$ cat src/rtl/edge_capture_pkg.sv
// Shared types for the multi-channel edge capture bank.
package edge_capture_pkg;

    typedef enum logic [1:0] {
        EDGE_NONE = 2'b00,
        EDGE_RISE = 2'b01,
        EDGE_FALL = 2'b10,
        EDGE_BOTH = 2'b11
    } edge_mode_t;

endpackage

$ cat src/rtl/edge_capture_channel.sv
// One channel: synchroniser, glitch filter, edge pulses, sticky pending flag and
// saturating event counter.
module edge_capture_channel
    import edge_capture_pkg::*;
#(
    parameter int unsigned SYNC_STAGES = 2,
    parameter int unsigned FILTER_BITS = 4,
    parameter int unsigned COUNT_WIDTH = 16
) (
    input  logic                   clk,
    input  logic                   resn,
    input  logic                   in_i,
    input  edge_mode_t             mode_i,
    input  logic [FILTER_BITS-1:0] filter_len_i,
    input  logic                   pend_clr_i,
    input  logic                   cnt_clr_i,
    output logic                   rise_o,
    output logic                   fall_o,
    output logic                   level_o,
    output logic                   pending_o,
    output logic [COUNT_WIDTH-1:0] count_o
);

    logic [SYNC_STAGES-1:0] sync_q, sync_d;
    logic                   filt_q, filt_d;
    logic [FILTER_BITS-1:0] fcnt_q, fcnt_d;
    logic                   rise_q, rise_d;
    logic                   fall_q, fall_d;
    logic                   pending_q, pending_d;
    logic [COUNT_WIDTH-1:0] count_q, count_d;
    logic                   s;
    logic                   accept;
    logic                   ev;

    assign s = sync_q[SYNC_STAGES-1];

    always_comb begin
        sync_d    = {sync_q[SYNC_STAGES-2:0], in_i};
        filt_d    = filt_q;
        fcnt_d    = fcnt_q;
        pending_d = pending_q;
        count_d   = count_q;
        accept    = 1'b0;

        // fcnt only increments while below filter_len_i, so it cannot wrap.
        if (s == filt_q) begin
            fcnt_d = '0;
        end else if (fcnt_q >= filter_len_i) begin
            filt_d = s;
            fcnt_d = '0;
            accept = 1'b1;
        end else begin
            fcnt_d = fcnt_q + 1'b1;
        end

        rise_d = accept & s;
        fall_d = accept & ~s;
        ev     = (rise_d & mode_i[0]) | (fall_d & mode_i[1]);

        if (ev) begin
            pending_d = 1'b1;
        end else if (pend_clr_i) begin
            pending_d = 1'b0;
        end

        if (cnt_clr_i) begin
            count_d = ev ? COUNT_WIDTH'(1) : '0;
        end else if (ev && (count_q != '1)) begin
            count_d = count_q + 1'b1;
        end
    end

    always_ff @(posedge clk) begin
        if (!resn) begin
            sync_q    <= '0;
            filt_q    <= 1'b0;
            fcnt_q    <= '0;
            rise_q    <= 1'b0;
            fall_q    <= 1'b0;
            pending_q <= 1'b0;
            count_q   <= '0;
        end else begin
            sync_q    <= sync_d;
            filt_q    <= filt_d;
            fcnt_q    <= fcnt_d;
            rise_q    <= rise_d;
            fall_q    <= fall_d;
            pending_q <= pending_d;
            count_q   <= count_d;
        end
    end

    assign rise_o    = rise_q;
    assign fall_o    = fall_q;
    assign level_o   = filt_q;
    assign pending_o = pending_q;
    assign count_o   = count_q;

endmodule

$ cat src/rtl/edge_capture_bank.sv
// Bank of independent edge capture channels with packed buses and an aggregated
// interrupt.
module edge_capture_bank
    import edge_capture_pkg::*;
#(
    parameter int unsigned CHANNELS    = 8,
    parameter int unsigned SYNC_STAGES = 2,
    parameter int unsigned FILTER_BITS = 4,
    parameter int unsigned COUNT_WIDTH = 16
) (
    input  logic                            clk,
    input  logic                            resn,
    input  logic [CHANNELS-1:0]             in_i,
    input  logic [2*CHANNELS-1:0]           mode_i,
    input  logic [FILTER_BITS-1:0]          filter_len_i,
    input  logic [CHANNELS-1:0]             pend_clr_i,
    input  logic [CHANNELS-1:0]             cnt_clr_i,
    output logic [CHANNELS-1:0]             rise_o,
    output logic [CHANNELS-1:0]             fall_o,
    output logic [CHANNELS-1:0]             level_o,
    output logic [CHANNELS-1:0]             pending_o,
    output logic [CHANNELS*COUNT_WIDTH-1:0] count_o,
    output logic                            irq_o
);

    for (genvar n = 0; n < CHANNELS; n++) begin : g_chan
        edge_capture_channel #(
            .SYNC_STAGES(SYNC_STAGES),
            .FILTER_BITS(FILTER_BITS),
            .COUNT_WIDTH(COUNT_WIDTH)
        ) u_chan (
            .clk         (clk),
            .resn        (resn),
            .in_i        (in_i[n]),
            .mode_i      (edge_mode_t'(mode_i[2*n +: 2])),
            .filter_len_i(filter_len_i),
            .pend_clr_i  (pend_clr_i[n]),
            .cnt_clr_i   (cnt_clr_i[n]),
            .rise_o      (rise_o[n]),
            .fall_o      (fall_o[n]),
            .level_o     (level_o[n]),
            .pending_o   (pending_o[n]),
            .count_o     (count_o[n*COUNT_WIDTH +: COUNT_WIDTH])
        );
    end

    assign irq_o = |pending_o;

endmodule

$ cat config.mk
export PLATFORM = sky130hd
export DESIGN_NAME = edge_capture_bank
export DESIGN_NICKNAME = d
export VERILOG_FILES = /design/src/rtl/edge_capture_pkg.sv /design/src/rtl/edge_capture_channel.sv /design/src/rtl/edge_capture_bank.sv
export SDC_FILE = /design/constraint.sdc
export NUM_CORES = 1
export LEC_CHECK = 0
export CORE_UTILIZATION = 52
export CTS_CLUSTER_DIAMETER = 80
export DETAILED_ROUTE_END_ITERATION = 6
export HOLD_SLACK_MARGIN = 0.12
export PLACE_DENSITY = 0.79
export SYNTH_ARGS = -nofsm -noshare
export SYNTH_HDL_FRONTEND = slang
export SYNTH_SLANG_ARGS = --single-unit
$ cat constraint.sdc
create_clock -name clk -period 2.8 [get_ports clk]
set_clock_uncertainty 0.05 [all_clocks]
set_input_delay 0.7 -clock clk [delete_from_list [all_inputs] [get_ports clk]]
set_output_delay 0.7 -clock clk [all_outputs]
set_load 0.02 [all_outputs]
==> results of run 1 <==
==> per-layer routing <==
| layer | wire length [um] | part of all wire, % | up-vias | global-route usage [%] |
|---|---|---|---|---|
| li1 | - | - | 4403 | - |
| met2 | 11100 | 47 | 242 | 40.39 |
| met1 | 10600 | 45 | 4076 | 30.80 |
| met5 | 0 | 0 | - | 0 |
| met3 | 1499 | 6.3 | 46 | 4.547 |
| met4 | 556 | 2.3 | 0 | 6.767 |
==> layout make-up <==
| class | count | area, um2 |
|---|---|---|
| Clock buffer | 34 | 696.9 |
| Clock inverter | 7 | 85.08 |
| Fill cell | 1512 | 5670 |
| Inverter | 42 | 157.7 |
| Multi-Input combinational cell | 839 | 5264 |
| Sequential cell | 208 | 4164 |
| Tap cell | 234 | 292.8 |
| Timing Repair Buffer | 250 | 2437 |
==> kinds of logic after synthesis <==
family	count (synthesis)
muxes	9
adders and majority gates	48
AOI/OAI and AO/OA	113
DFF	208
and+or+nand+nor	560
xor gates and xnor gates	109
buffers and inverters	110
==> power by group <==
group / total (mW) / switching (mW) / internal (mW)
clock network: 3.09 / 1.19 / 1.90
logic: 0.259 / 0.130 / 0.129
registers: 2.99 / 0.0111 / 2.98
total: 6.33 / 1.33 / 5.00
==> cells in the mapped netlist, types with 7 or more instances <==
library cell	instances
xor2_1	36
and4_1	14
nor4_1	26
o21ai_1	7
nor2b_1	16
and2_1	26
o21ai_0	22
buf_4	32
nand3_1	62
clkbuf_1	32
nand2b_1	18
mux2i_1	9
o21a_1	9
xnor2_1	73
a21oi_1	37
ha_1	48
dfxtp_1	208
or2_2	7
nor3_1	50
nand4_1	39
or3_1	11
and3_1	31
nor2_1	178
inv_1	42
nand2_1	57
==> state kept, by name, summed over array words and instances, names as in the netlist <==
register / cells
g_chan.u_chan.count_o: 128
g_chan.u_chan.fall_o: 8
g_chan.u_chan.fcnt_q: 32
g_chan.u_chan.level_o: 8
g_chan.u_chan.pending_o: 8
g_chan.u_chan.rise_o: 8
g_chan.u_chan.sync_q: 16
==> stage by stage <==
stage	area (um2)	utilization [%]	setup TNS [ns]
2_1_floorplan	9958	-	0
3_3_place_gp	12300	65.51	-25.71
3_5_place_dp	12300	65.51	-28.62
4_1_cts	13080	69.68	0
5_1_grt	13100	69.79	0
6_report	13100	69.79	0
==> critical path, delay by kind of cell <==
family / cells / cell delay (ns)
AND/OR/NAND/NOR: 3 / 0.46
buffers and inverters: 4 / 0.92
XOR/XNOR: 1 / 0.16
adder cells (fa/ha/maj): 1 / 0.27
AO/OA/AOI/OAI: 2 / 0.43
==> worst max path at each step <==
stage	slack, ns	cells after the start	from	end
3_3_place_gp	-0.36	9	filter_len_i[3]	g_chan[1].u_chan.count_o[12]$_SDFFE_PN0P_
2_1_floorplan	0.15	9	filter_len_i[1]	g_chan[1].u_chan.count_o[10]$_SDFFE_PN0P_
5_1_grt	0.007	10	filter_len_i[0]	g_chan[2].u_chan.count_o[0]$_SDFFE_PN0P_
3_5_place_dp	-0.38	11	filter_len_i[0]	g_chan[2].u_chan.count_o[1]$_SDFFE_PN0P_
6_report	0.16	11	filter_len_i[3]	g_chan[0].u_chan.count_o[14]$_SDFFE_PN0P_
4_1_cts	0.10	10	filter_len_i[0]	g_chan[2].u_chan.count_o[11]$_SDFFE_PN0P_
==> summary.md, run 1 <==
| Metric | Value |
|---|---|
| Status | `finished clean` |
| Fin crit share | `94.27%` |
| Post-synth design cell area | `0.009958 mm2` |
| Register area share after synthesis | `41.81%` |
| Vias in the first global route | `8,243` |
| Via count | `8,767` |
| Routed len/inst | `14.71 um` |
| Final ANT Viol Nets | `0` |
| Commonest cells after routing, fill and taps aside | `dfxtp_1 (208), clkdlybuf4s50_1 (205), nor2_1 (178), xnor2_1 (73), nand3_1 (62)` |
| Initial antenna violation count | `0` |
| Max Clk Rate | `378.8 MHz` |
| # hold bufs at CTS | `0` |
| Yosys cell types | `60` |
| Post-Route WL | `23.75 mm` |
| Hpwl dp | `17.03 mm` |
| Min-Delay Path Class | `reg2reg` |
| Min-delay src | `g_chan[2].u_chan.sync_q[0]$_SDFF_PN0_` |
| Critical Path RT | `3.11 ns` |
| Crit Path Max Fanout | `16` |
| Final slew viol count | `0` |
| Top_reg_cell synth | `dfxtp_1` |
| Crit-path max cell delay | `0.45 ns` |
| Cts bufs inserted | `23` |
| Post-CTS sizing | `0` |
| Worst Max-Slew Pin Slew | `0.6091 ns` |
| Critical path type | `in2reg` |
| WP data arrival | `2.95 ns` |
| CP startpoint kind | `input pin` |
| Post-synth top area share | `41.81%` |
| End of the worst register-to-register path | `g_chan[4].u_chan.count_o[11]$_SDFFE_PN0P_` |
| Total power | `6.333 mW` |
| Adder-Cell Fraction of Synth Area | `6.031%` |
| Yosys top cell by area | `dfxtp_1` |
| Main combinational cell family by area after synthesis | `simple AND/OR/NAND/NOR gates` |
| XOR/XNOR share of the synthesized area | `9.587%` |
| Post-synthesis register bit count | `208` |
| Final WS setup | `0.1603 ns` |
| Gp weighted congestion | `0.8799` |
| Std cell rows | `50` |
| Clk_lat worst skew | `0.50 ns` |
| Crit. End Element | `register` |
| Final setup vio count | `0` |
| Largest net degree at the start of global routing | `34` |
| DRC | `0` |
| Worst hold slack | `0.3806 ns` |
| CP dominant cell by count | `nor2_1` |
| H-tree Lvls | `1` |
| Commonest non-fill, non-tap cell in the layout | `dfxtp_1` |
| Mux cell area share after synthesis | `0.9046%` |
| Post-synth EDFFs | `0` |
| Die area | `0.01971 mm2` |
| Reg-to-reg slack, setup | `0.40 ns` |
| Cells after DPL | `1,573` |
| Synthesized-area fraction occupied by and/or/nand/nor cells | `28.72%` |
| IO Pins | `207` |
| Crit-path cells | `clkdlybuf4s50_1 -> inv_1 -> buf_4 -> ha_1 -> o21a_1 -> nor2_1 -> a211o_1 -> buf_12 -> nor4b_1 -> xnor2_1 -> nor2_1` |
| Nets | `1,458` |
| Number of diodes | `0` |
| RSZ-0062 raised after global routing | `false` |
| Die Ht | `140.4 um` |
| Post-synthesis async set-or-reset flop share | `0%` |
| Slew margin rel. | `58.95%` |
| Starting Density | `53.06%` |
| Core ar. | `0.01877 mm2` |
| Die W | `140.4 um` |
| Final hold vios | `0` |
| Leakage power | `4.606 nW` |
| YS warnings | `0` |
| R2r startpoint | `g_chan[4].u_chan.count_o[3]$_SDFFE_PN0P_` |
| Syn_nets | `1,251` |
| Gr ovfl total | `0` |
| R2R depth | `6` |
| First-pass GRT wire length | `39.07 mm` |
| Buffer depth of the longest clock path | `3` |
| Min Tclk post-route | `2.640 ns` |
| P&R area growth vs syn | `31.52%` |
| DRT iter0 DRCs | `447` |
| Via/cell ratio | `5.432` |
| Critical-path top delay cell | `clkdlybuf4s50_1` |
| Sink Count | `208` |
| Layout cells sized above 1 | `7.246%` |
| Tot GR Track Use | `23.82%` |
| Synth area leaders | `dfxtp_1 (42%), nor2_1 (6.7%), xnor2_1 (6.4%), ha_1 (6.0%), xor2_1 (3.2%)` |
| Post-synthesis compound-gate area fraction | `7.413%` |
| Hold Crit Endpoint | `g_chan[2].u_chan.sync_q[1]$_SDFF_PN0_` |
| Port Buffers | `206` |
| Pre-antenna DRT Iters | `4` |
| Post-Synthesis Cells | `1,157` |
| Syn avg cell area | `8.607 um2` |
| CTS tree | `yes` |
| Pre-CTS WS | `-0.3815 ns` |
| Power Density | `483.5 mW/mm2` |
| CTS clk-pin slew, worst paths | `0.06 ns` |
| Peak VDD IR | `0.3624 mV` |
| Setup Buffers After CTS | `0` |
| MaxCap Viol Count | `0` |
| Layout Cells excl Fill | `1,614` |
| Hold Crit Depth | `1` |
| Clock Tree Root | `clkbuf_16` |
Note: power is estimated with default switching activity, not from simulation.
==> run 2: changes to the inputs <==
Settings changed: CORE_UTILIZATION 52 to 54, CTS_BUF_LIST set to sky130_fd_sc_hd__clkbuf_8, PLACE_DENSITY 0.79 to 0.8, SYNTH_HIERARCHICAL set to 1.
==> run 2 against run 1 <==
  * Total power is 3.2% lower
  * Die area is 5.1% higher
  * Sequential cell count stayed put
  * Fmax is 7.9% higher
  * Core utilization is 2.2 points higher
  * Cell count is 7.0% higher
  * Sequential power hardly changed
  * Sequential share of layout area is 2.3 points lower
  * Final area is 7.7% higher
  * Critical path type unchanged
==> summary.md, run 2 <==
| Metric | Value |
|---|---|
| Status | `finished clean` |
| Initial antenna violation count | `0 (unchanged)` |
| Post-synth top area share | `38.28% (-3.5 points)` |
| Crit. End Element | `register` |
| Post-synth EDFFs | `0 (unchanged)` |
| Total power | `6.131 mW (-3.2%)` |
| Final slew viol count | `0 (unchanged)` |
| Clk_lat worst skew | `0.52 ns (+0.02 ns)` |
| Hold Crit Depth | `1 (unchanged)` |
| Busiest grt layer | `met2` |
| Hpwl dp | `19.44 mm (+14%)` |
| Worst Max-Slew Pin Slew | `0.7724 ns (+0.1633 ns)` |
| Starting Density | `55.52% (+2.5 points)` |
| Die W | `143.9 um (+2.5%)` |
| Max reg flops | `128 (unchanged)` |
| End of the worst register-to-register path | `g_chan[4].u_chan/count_o[11]$_SDFFE_PN0P_` |
| Critical-path top delay cell | `clkdlybuf4s50_1` |
| Syn avg cell area | `8.982 um2 (+4.4%)` |
| Post-Route WL | `27.47 mm (+16%)` |
| Cts bufs inserted | `37 (+61%)` |
| Power Density | `434.7 mW/mm2 (-10%)` |
| Crit-path cells | `clkdlybuf4s50_1 -> buf_12 -> inv_1 -> ha_1 -> o21ai_0 -> nand2b_1 -> nand3_1 -> buf_12 -> or4_1 -> a21oi_1` |
| Post-synth design cell area | `0.01088 mm2 (+9.2%)` |
| Number of diodes | `0 (unchanged)` |
| Layout cells sized above 1 | `12.31% (+5.1 points)` |
| Buffer depth of the longest clock path | `3 (unchanged)` |
| Min-delay src | `g_chan[0].u_chan/sync_q[0]$_SDFF_PN0_` |
| Die area | `0.02071 mm2 (+5.1%)` |
| YS warnings | `6 (+6)` |
| Post-DP Area | `0.01335 mm2 (+8.6%)` |
| IO Pins | `207 (unchanged)` |
| Top_reg_cell synth | `dfxtp_1` |
| Grt met3 use | `4.365% (-0.18 points)` |
| Slew margin rel. | `48.12% (-11 points)` |
| Commonest cells after routing, fill and taps aside | `dfxtp_1 (208), clkdlybuf4s50_1 (204), nand2_1 (73), nand3_1 (72), or4_1 (72)` |
| Largest net degree at the start of global routing | `55 (+62%)` |
| Count leader, synth | `dfxtp_1` |
| First-pass GRT wire length | `45.44 mm (+16%)` |
| Multi-input gate area | `0.006178 mm2 (+17%)` |
| Crit Path Max Fanout | `29 (+13)` |
| Sequential Area | `0.004164 mm2 (unchanged)` |
| Routed len/inst | `15.91 um (+8.1%)` |
| Commonest non-fill, non-tap cell in the layout | `dfxtp_1` |
| Nets | `1,531 (+5.0%)` |
| Crit-path max cell delay | `0.51 ns (+0.06 ns)` |
| CP dominant cell by count | `buf_12` |
| Met1 Usage GRT | `34.96% (+4.2 points)` |
| Tot GR Track Use | `26.66% (+2.8 points)` |
| Core ar. | `0.01959 mm2 (+4.4%)` |
| Gp weighted congestion | `0.8831 (+0.36%)` |
| CP startpoint kind | `input pin` |
| Leakage power | `5.317 nW (+15%)` |
| Final setup vio count | `0 (unchanged)` |
| Critical path type | `in2reg` |
| Std cell rows | `51 (+2.0%)` |
| Gr ovfl total | `0 (unchanged)` |
| H-tree Lvls | `2 (+1)` |
| Fin util | `71.99% (+2.2 points)` |
| MaxCap Viol Count | `0 (unchanged)` |
| CTS clk-pin slew, worst paths | `0.06 ns (about the same)` |
| Hold Crit Endpoint | `g_chan[0].u_chan/sync_q[1]$_SDFF_PN0_` |
| Post-synthesis async set-or-reset flop share | `0% (unchanged)` |
| Max Clk Rate | `408.7 MHz (+7.9%)` |
| Port Buffers | `206 (unchanged)` |
| Pre-antenna DRT Iters | `5 (+1)` |
| Via/cell ratio | `5.964 (+9.8%)` |
| Critical Path RT | `3.19 ns (+0.08 ns)` |
| Peak VDD IR | `0.2864 mV (-21%)` |
| Synth cell count leaders | `dfxtp_1 (208), nand2_1 (73), nand3_1 (72), or4_1 (72), nand4_1 (64)` |
| # hold bufs at CTS | `0 (unchanged)` |
| Final ANT Viol Nets | `0 (unchanged)` |
| Final hold vios | `0 (unchanged)` |
| R2r startpoint | `g_chan[4].u_chan/count_o[0]$_SDFFE_PN0P_` |
| Vias in the first global route | `9,521 (+16%)` |
| DRC | `0 (unchanged)` |
| R2R depth | `6 (unchanged)` |
| DRT iter0 DRCs | `537 (+20%)` |
| RSZ-0062 raised after global routing | `false` |
| Via count | `10,300 (+17%)` |
| Post-Synthesis Cells | `1,211 (+4.7%)` |
| Fillers | `1,560 (+3.2%)` |
| Fin crit share | `87.38% (-6.9 points)` |
| Reg-to-reg slack, setup | `0.57 ns (+0.17 ns)` |
| CTS tree | `yes` |
| Design Area, Final | `0.01410 mm2 (+7.7%)` |
| WP data arrival | `2.84 ns (-0.11 ns)` |
| Syn_nets | `1,305 (+4.3%)` |
| Die Ht | `143.9 um (+2.5%)` |
| Sink Count | `208 (unchanged)` |
| Post-synthesis register bit count | `208 (unchanged)` |
| Clock Tree Root | `clkbuf_8` |
| Yosys cell types | `46 (-23%)` |
| Register area share after synthesis | `38.28% (-3.5 points)` |
| Synth area leaders | `dfxtp_1 (38%), ha_1 (5.5%), or4_1 (5.0%), nand4_1 (3.7%), nand3_1 (3.3%)` |
| Yosys top cell by area | `dfxtp_1` |
| Min Tclk post-route | `2.447 ns (-0.1932 ns)` |
| P&R area growth vs syn | `29.67%` |
| Met2 global-route usage | `44.50% (+4.1 points)` |
| Min-Delay Path Class | `reg2reg` |
-- run 2: stage by stage --
stage	std cells	setup WS, ns	TNS (ns)	hold WS (ns)
after floorplan	1211	0.5471	0	0.3619
after CTS	1727	0.009978	0	0.3821
after detailed placement	1663	-0.1518	-8.965	0.3679
after global placement	1663	-0.1002	-4.585	0.3650
final	1727	0.3535	0	0.3831
after global routing	1727	0.2204	0	0.4059
-- run 2: cell type report --
cell class	instances	share of cell area [%]
clock buffer	44	4.294
clock inverter	20	0.9847
inverter	56	1.490
multi-input combinational	891	43.81
sequential	208	29.52
tap	265	2.351
timing repair buffer	243	17.55
-- run 2: layer usage --
metal	part of all wire, %	routed length (um)	vias to the layer above
met3	6.9	1884	35
met4	1.4	396	0
met5	0	0	-
met1	44	12050	4876
met2	48	13140	352
li1	-	-	5037
-- run 2: kinds of logic (layout without fill, tap and decap cells) --
logic type               count (synthesis)  count (layout)  synth area share (%)
multiplexers                             8               8                0.7363
adder cells (fa/ha/maj)                 48              48                 5.522
AO/OA/AOI/OAI                          256             256                 16.11
AND/OR/NAND/NOR                        563             563                 33.10
buffers and inverters                  112             363                 4.970
XOR/XNOR                                16              16                 1.288
flip-flops                             208             208                 38.28
-- run 2: worst max path at each step --
stage                                                  from                                         to  slack, ns  cells past startpoint
floorplan                                   filter_len_i[0]   g_chan[0].u_chan/count_o[1]$_SDFFE_PN0P_       0.55                      8
global placement                            filter_len_i[0]   g_chan[7].u_chan/count_o[3]$_SDFFE_PN0P_      -0.10                      9
detailed placement                          filter_len_i[3]   g_chan[4].u_chan/count_o[9]$_SDFFE_PN0P_      -0.15                     10
CTS                 g_chan[7].u_chan/pending_o$_SDFFE_PN0P_                                      irq_o       0.01                      4
global route                                filter_len_i[2]  g_chan[3].u_chan/count_o[10]$_SDFFE_PN0P_       0.22                     10
finish                                      filter_len_i[3]   g_chan[4].u_chan/count_o[3]$_SDFFE_PN0P_       0.35                     10
-- run 2: repair_timing --
action	CTS	global route
resized for setup	1	1
setup buffers	0	0
hold endpoints to repair	0	0
setup endpoints to repair	1	1
pin swaps	0	0
-- run 2: report_power, final --
group          internal [mW]  switching (mW)  total [mW]
Combinational          0.148           0.149       0.297
Clock                   1.61            1.24        2.84
Sequential              2.98          0.0120        2.99
Total                   4.73            1.40        6.13
-- run 2: worst max-delay path: cells and delay by family --
kind / cells / cell delay [ns]
AOI/OAI and AO/OA: 2 / 0.23
adders and majority gates: 1 / 0.26
and+or+nand+nor: 3 / 0.75
buffers and inverters: 4 / 0.88
